`src/rtl/macc_seq.sv`:
```
// macc_seq - operand/result sequencer for the matrix multiply-accumulate datapath.
//
// Computes the control stream for C = A x B, with B held transposed so that
// row j of the B store is column j of B. The (i, j, k) loops are walked in
// that nesting order (k innermost). Every issued term reads one A and one B
// operand, then travels down a shift pipe that lines up the MAC controls and
// the C write with the RAM and MAC latencies.
//
// Ports:
//   CLK, RST                 clock, asynchronous active-high reset
//   start                    begin an operation (accepted only when idle)
//   hold                     suspend operand issue; in-flight terms still drain
//   m_idx_size/k_idx_size/n_idx_size
//                            dimensions minus one (M rows, K inner, N columns)
//   busy, done               operation in progress / one-cycle completion pulse
//   rd_en, a_addr, b_addr    operand read strobe and addresses for A and B stores
//   mac_en, acc_clr          multiply-accumulate enable / load product instead
//   c_we, c_addr             result write strobe and address for the C store
module macc_seq #(
    parameter int ADDR_MSB         = 11,
    parameter int MAT_IDX_SIZE_MSB = 3,
    parameter int RD_LAT           = 1,
    parameter int MAC_LAT          = 2
) (
    input  logic                      CLK,
    input  logic                      RST,
    input  logic                      start,
    input  logic                      hold,
    input  logic [MAT_IDX_SIZE_MSB:0] m_idx_size,
    input  logic [MAT_IDX_SIZE_MSB:0] k_idx_size,
    input  logic [MAT_IDX_SIZE_MSB:0] n_idx_size,
    output logic                      busy,
    output logic                      done,
    output logic                      rd_en,
    output logic [ADDR_MSB:0]         a_addr,
    output logic [ADDR_MSB:0]         b_addr,
    output logic                      mac_en,
    output logic                      acc_clr,
    output logic                      c_we,
    output logic [ADDR_MSB:0]         c_addr
);

    localparam int AW = ADDR_MSB + 1;
    localparam int IW = MAT_IDX_SIZE_MSB + 1;
    localparam int PL = RD_LAT + MAC_LAT;   // pipe depth from issue to C write

    typedef enum logic [1:0] {S_IDLE, S_RUN, S_DRAIN, S_DONE} state_t;

    state_t        state, state_nxt;

    logic [IW-1:0] m_sz, k_sz, n_sz;
    logic [IW-1:0] i_cnt, j_cnt, k_cnt;
    logic [AW-1:0] a_base, b_base, c_cnt;
    logic [AW-1:0] k_len;

    logic          issue, k_last, j_last, i_last, term_last, pipe_busy;

    logic [PL-1:0] vld_p, first_p, last_p;
    logic [AW-1:0] caddr_p [PL];

    assign k_len     = AW'(k_sz) + AW'(1);
    assign issue     = (state == S_RUN) && !hold;
    assign k_last    = (k_cnt == k_sz);
    assign j_last    = (j_cnt == n_sz);
    assign i_last    = (i_cnt == m_sz);
    assign term_last = issue && k_last && j_last && i_last;
    // The final stage only carries the C write; once everything ahead of it is
    // empty, the write lands this cycle and done can follow in the next one.
    assign pipe_busy = |vld_p[PL-2:0];

    // State register
    always_ff @(posedge CLK or posedge RST) begin
        if (RST) state <= S_IDLE;
        else     state <= state_nxt;
    end

    // Next-state logic
    always_comb begin
        state_nxt = state;
        case (state)
            S_IDLE:  if (start)      state_nxt = S_RUN;
            S_RUN:   if (term_last)  state_nxt = S_DRAIN;
            S_DRAIN: if (!pipe_busy) state_nxt = S_DONE;
            S_DONE:                  state_nxt = S_IDLE;
            default:                 state_nxt = S_IDLE;
        endcase
    end

    // Output logic
    always_comb begin
        busy    = (state != S_IDLE);
        done    = (state == S_DONE);
        rd_en   = issue;
        a_addr  = a_base + AW'(k_cnt);
        b_addr  = b_base + AW'(k_cnt);
        mac_en  = vld_p[RD_LAT-1];
        acc_clr = vld_p[RD_LAT-1] && first_p[RD_LAT-1];
        c_we    = vld_p[PL-1] && last_p[PL-1];
        c_addr  = caddr_p[PL-1];
    end

    // Loop counters and running address bases (no multipliers)
    always_ff @(posedge CLK or posedge RST) begin
        if (RST) begin
            m_sz   <= '0;
            k_sz   <= '0;
            n_sz   <= '0;
            i_cnt  <= '0;
            j_cnt  <= '0;
            k_cnt  <= '0;
            a_base <= '0;
            b_base <= '0;
            c_cnt  <= '0;
        end else if (state == S_IDLE && start) begin
            m_sz   <= m_idx_size;
            k_sz   <= k_idx_size;
            n_sz   <= n_idx_size;
            i_cnt  <= '0;
            j_cnt  <= '0;
            k_cnt  <= '0;
            a_base <= '0;
            b_base <= '0;
            c_cnt  <= '0;
        end else if (issue) begin
            if (!k_last) begin
                k_cnt <= k_cnt + IW'(1);
            end else begin
                k_cnt <= '0;
                c_cnt <= c_cnt + AW'(1);
                if (!j_last) begin
                    j_cnt  <= j_cnt + IW'(1);
                    b_base <= b_base + k_len;
                end else begin
                    j_cnt  <= '0;
                    b_base <= '0;
                    i_cnt  <= i_cnt + IW'(1);
                    a_base <= a_base + k_len;
                end
            end
        end
    end

    // Issue -> stage 0 ... stage PL-1 (C write); hold never stalls this pipe
    always_ff @(posedge CLK or posedge RST) begin
        if (RST) begin
            vld_p   <= '0;
            first_p <= '0;
            last_p  <= '0;
            for (int n = 0; n < PL; n++) caddr_p[n] <= '0;
        end else begin
            vld_p   <= {vld_p[PL-2:0], issue};
            first_p <= {first_p[PL-2:0], issue && (k_cnt == '0)};
            last_p  <= {last_p[PL-2:0], issue && k_last};
            caddr_p[0] <= c_cnt;
            for (int n = 1; n < PL; n++) caddr_p[n] <= caddr_p[n-1];
        end
    end

endmodule

```
`config.mk`:
```
export PLATFORM = sky130hd
export DESIGN_NAME = macc_seq
export DESIGN_NICKNAME = d
export VERILOG_FILES = /design/src/rtl/macc_seq.sv
export SDC_FILE = /design/constraint.sdc
export NUM_CORES = 1
export LEC_CHECK = 0
export BUFFER_PORTS_ARGS = -buffer_cell sky130_fd_sc_hd__buf_2
export CAP_MARGIN = 20
export CORE_MARGIN = 2
export CORE_UTILIZATION = 58
export DETAILED_ROUTE_END_ITERATION = 10
export HOLD_SLACK_MARGIN = 0.05
export PLACE_DENSITY = 0.79
export SYNTH_ARGS = -nofsm -noshare
export SYNTH_HDL_FRONTEND = slang
export SYNTH_SLANG_ARGS = --single-unit
```
`constraint.sdc`:
```
create_clock -name CLK -period 4 [get_ports CLK]
set_input_delay 0.2 -clock CLK [delete_from_list [all_inputs] [get_ports CLK]]
set_output_delay 0.2 -clock CLK [all_outputs]
set_load 0.05 [all_outputs]
```
==> impl_metrics.env <==
export IMPL_clkSinkCount=105
export IMPL_cellPowerDensity_mw_per_mm2=584.8
export IMPL_rsz0062_at_grt="false"
export IMPL_die_y_um=98.78
export IMPL_area_growth_syn_to_layout_pct=11.70
export IMPL_design_area_mm2=0.005819
export IMPL_post_route_util=0.6673
export IMPL_pin_count=58
export IMPL_syn_avg_cell_area_um2=10.38
export IMPL_crit_slowest_cell="dfrtp_1"
export IMPL_ant_nets=0
export IMPL_async_flop_share=1.000
export IMPL_arrival_ns=2.72
export IMPL_yosys_warnings=0
export IMPL_slew_viol_final=0
export IMPL_grt_pass1_vias=3702
export IMPL_hold_path_startpoint="start"
export IMPL_hold_depth=4
export IMPL_fin_crit_ns=2.922
export IMPL_drt_iter0_markers=172
export IMPL_crit_chain="ha_1 -> inv_1 -> fa_1 -> nor2b_1 -> o21ai_0 -> a21oi_1 -> nand4_1 -> xnor2_1 -> buf_2"
export IMPL_vias_per_cell=5.663
export IMPL_numCtsBuffers=9
export IMPL_fin_cells=671
export IMPL_peakVddDrop_uv=334.5
export IMPL_placed_area_mm2=0.005499
export IMPL_netlist_instances=502
export IMPL_nets=607
export IMPL_drive_gt1_frac=0.1456
export IMPL_worstSetupEndpointType="output pin"
export IMPL_placed_cells=642
export IMPL_crit_fanout=7
export IMPL_setup_viol=0
export IMPL_timing_rr_end="a_base[9]$_DFFE_PP0P_"
export IMPL_htreeDepth=3
export IMPL_die_w_um=98.78
export IMPL_dp_hpwl_um=7210
export IMPL_seq_area_frac_synth=0.5043
export IMPL_hold_viol=0
export IMPL_grt_max_degree=73
export IMPL_drc=0
export IMPL_die_area_mm2=0.009757
export IMPL_finalSetupTns_ns=0
export IMPL_netlist_area_mm2=0.005210
export IMPL_wl_um=10420
export IMPL_cpPeakStageDelay_ns=0.51
export IMPL_root_buffer="clkbuf_8"
export IMPL_num_vias=3800
export IMPL_post_cts_setup_buffers=0
export IMPL_antennaDiodeCount=0
export IMPL_first_pass_iters=4
export IMPL_synth_top_flop_cell="dfrtp_1"
export IMPL_timing_critical_path_buf_inv=2
export IMPL_power_total_mw=3.403
export IMPL_synth_fp_nets=551
export IMPL_cts_tree="done"
export IMPL_ys_types=47
export IMPL_clk_insertion_delay_late_ns=0.37
export IMPL_tightest_slew_ns=0.8318
export IMPL_io_buffers=57
export IMPL_grt_usage=0.2267
export IMPL_fillers=658
export IMPL_core_area_mm2=0.008721
export IMPL_cts_max_path_buffers=2
export IMPL_reg2regPathDepth=7
export IMPL_grt_ovfl_total=0
export IMPL_fmax_mhz=342.2
export IMPL_cap_violations=0
export IMPL_power_leakage_nw=2.963
export IMPL_hold_path_class="in -> reg"
export IMPL_fin_crit_sh=0.7305
export IMPL_r2r_start="state[1]$_DFFE_PP0P_"
export IMPL_gp_routability_congestion=0.8684
export IMPL_ys_ff_latch=105
export IMPL_holdPathEnd="state[1]$_DFFE_PP0P_"
export IMPL_initial_utilization=0.5974
export IMPL_status="finished, final reports clean"
export IMPL_rrSetupSlack_ns=1.22
export IMPL_skew_ns=0.01320
export IMPL_grt_pass1_wl_um=17750
export IMPL_maxSlewHeadroom=0.4454
export IMPL_antenna_found_initial=0
export IMPL_crit_family="adder cells"
export IMPL_synth_edf_count=0
export IMPL_path_class="reg -> out"
export IMPL_cp_start_kind="flip-flop"
export IMPL_clk_pin_slew_ns=0.11
export IMPL_post_drt_wl_per_cell_um=15.54
export IMPL_crit_required_ns=3.80
export IMPL_num_rows=34
metrics by stage:
step                setup WS (ns)  hold WS [ns]
global route               0.8931        0.3288
detailed placement          1.303        0.3347
floorplan                   1.039        0.3054
CTS                         1.124        0.3165
finish                      1.078        0.3261
global placement            1.438        0.3313
registers in the layout, indices dropped and copies added, names as in the netlist, 4 cells and up:
signal,cells
j_cnt,4
a_base,12
k_cnt,4
c_addr,12
n_sz,4
b_base,12
c_cnt,12
i_cnt,4
m_sz,4
k_sz,4
caddr_p,24
cells in the mapped netlist (6+ instances only):
| cell | count | area share |
|---|---|---|
| a21o_1 | 7 | 0.010 |
| xnor2_1 | 31 | 0.052 |
| ha_1 | 29 | 0.070 |
| and2_1 | 6 | 0.0072 |
| a22o_1 | 6 | 0.010 |
| a21oi_1 | 31 | 0.030 |
| dfrtp_1 | 105 | 0.50 |
| inv_1 | 23 | 0.017 |
| nand3_1 | 19 | 0.018 |
| clkbuf_1 | 12 | 0.0086 |
| or3_1 | 9 | 0.011 |
| nor2_1 | 21 | 0.015 |
| nand4_1 | 10 | 0.012 |
| nand2_1 | 72 | 0.052 |
| xor2_1 | 24 | 0.040 |
| nor3_1 | 9 | 0.0086 |
| o21ai_0 | 18 | 0.017 |
| buf_4 | 13 | 0.019 |
kinds of logic (layout without fill, tap and decap cells):
kind of cell               Yosys count  after routing  share of synthesized area
and+or+nand+nor                    170            170                     0.1628
DFF                                105            105                     0.5043
AOI/OAI and AO/OA                   87             87                     0.1066
xor gates and xnor gates            55             55                    0.09246
buffers and inverters               51            112                    0.04659
adders and majority gates           33             33                    0.08502
muxes                                1              1                   0.002161
tightest hold or removal path: cells and delay by family:
| family | cells | cell delay, ns |
|---|---|---|
| AO/OA/AOI/OAI | 2 | 0.21 |
| AND/OR/NAND/NOR | 1 | 0.14 |
| buffers and inverters | 1 | 0.11 |
power by group:
group | internal (mW) | total [mW] | switching, mW
combinational | 0.457 | 1.39 | 0.928
clock | 0.242 | 0.633 | 0.391
sequential | 1.22 | 1.38 | 0.165
per-layer routing:
metal | wire (µm) | GRT usage
met5 | 0 | 0
met4 | 221 | 0.09484
met3 | 525 | 0.03688
met2 | 5127 | 0.3612
met1 | 4549 | 0.3122
how the worst max path moves through the flow:
stage / to / slack (ns) / cells after the start / start
after floorplan: a_base[0]$_DFFE_PP0P_ / 1.04 / 1 / RST
after global placement: a_base[11]$_DFFE_PP0P_ / 1.44 / 7 / state[1]$_DFFE_PP0P_
after detailed placement: a_base[9]$_DFFE_PP0P_ / 1.30 / 7 / state[1]$_DFFE_PP0P_
after CTS: a_addr[8] / 1.12 / 9 / k_cnt[0]$_DFFE_PP0P_
after global routing: b_addr[10] / 0.89 / 9 / k_cnt[0]$_DFFE_PP0P_
final: b_addr[10] / 1.08 / 9 / k_cnt[0]$_DFFE_PP0P_
cell usage in the layout, fill, tap and decap left out, types with 4 or more instances in the layout:
cell             n
ha_1            29
and2_1           6
nand4_1         10
nand2_1         72
a22o_1           6
buf_2           57
a21oi_1         31
o21ai_0         18
fa_1             4
xor2_1          24
a211oi_1         4
or3_1            9
inv_1           22
a21o_1           7
dlygate4sd3_1   13
clkbuf_8         9
nor3_1           9
nand3_1         19
xnor2_1         31
and3_1           4
or4_1            4
nor2_1          21
dfrtp_1        105
area by class of cell:
type,instances,area [µm²],area share
timing repair buffer,73,437.9,0.07525
clock inverter,6,62.56,0.01075
multi-input combinational,346,2340,0.4021
sequential,105,2628,0.4515
tap,108,135.1,0.02322
clock buffer,10,127.6,0.02193
inverter,23,88.84,0.01527
timing repair:
| item | in CTS | in global routing |
|---|---|---|
| endpoints found under the hold margin | 83 | 0 |
| resized for setup | 0 | 0 |
| hold buffers | 13 | 0 |
Note: power is estimated with default switching activity, not from simulation.
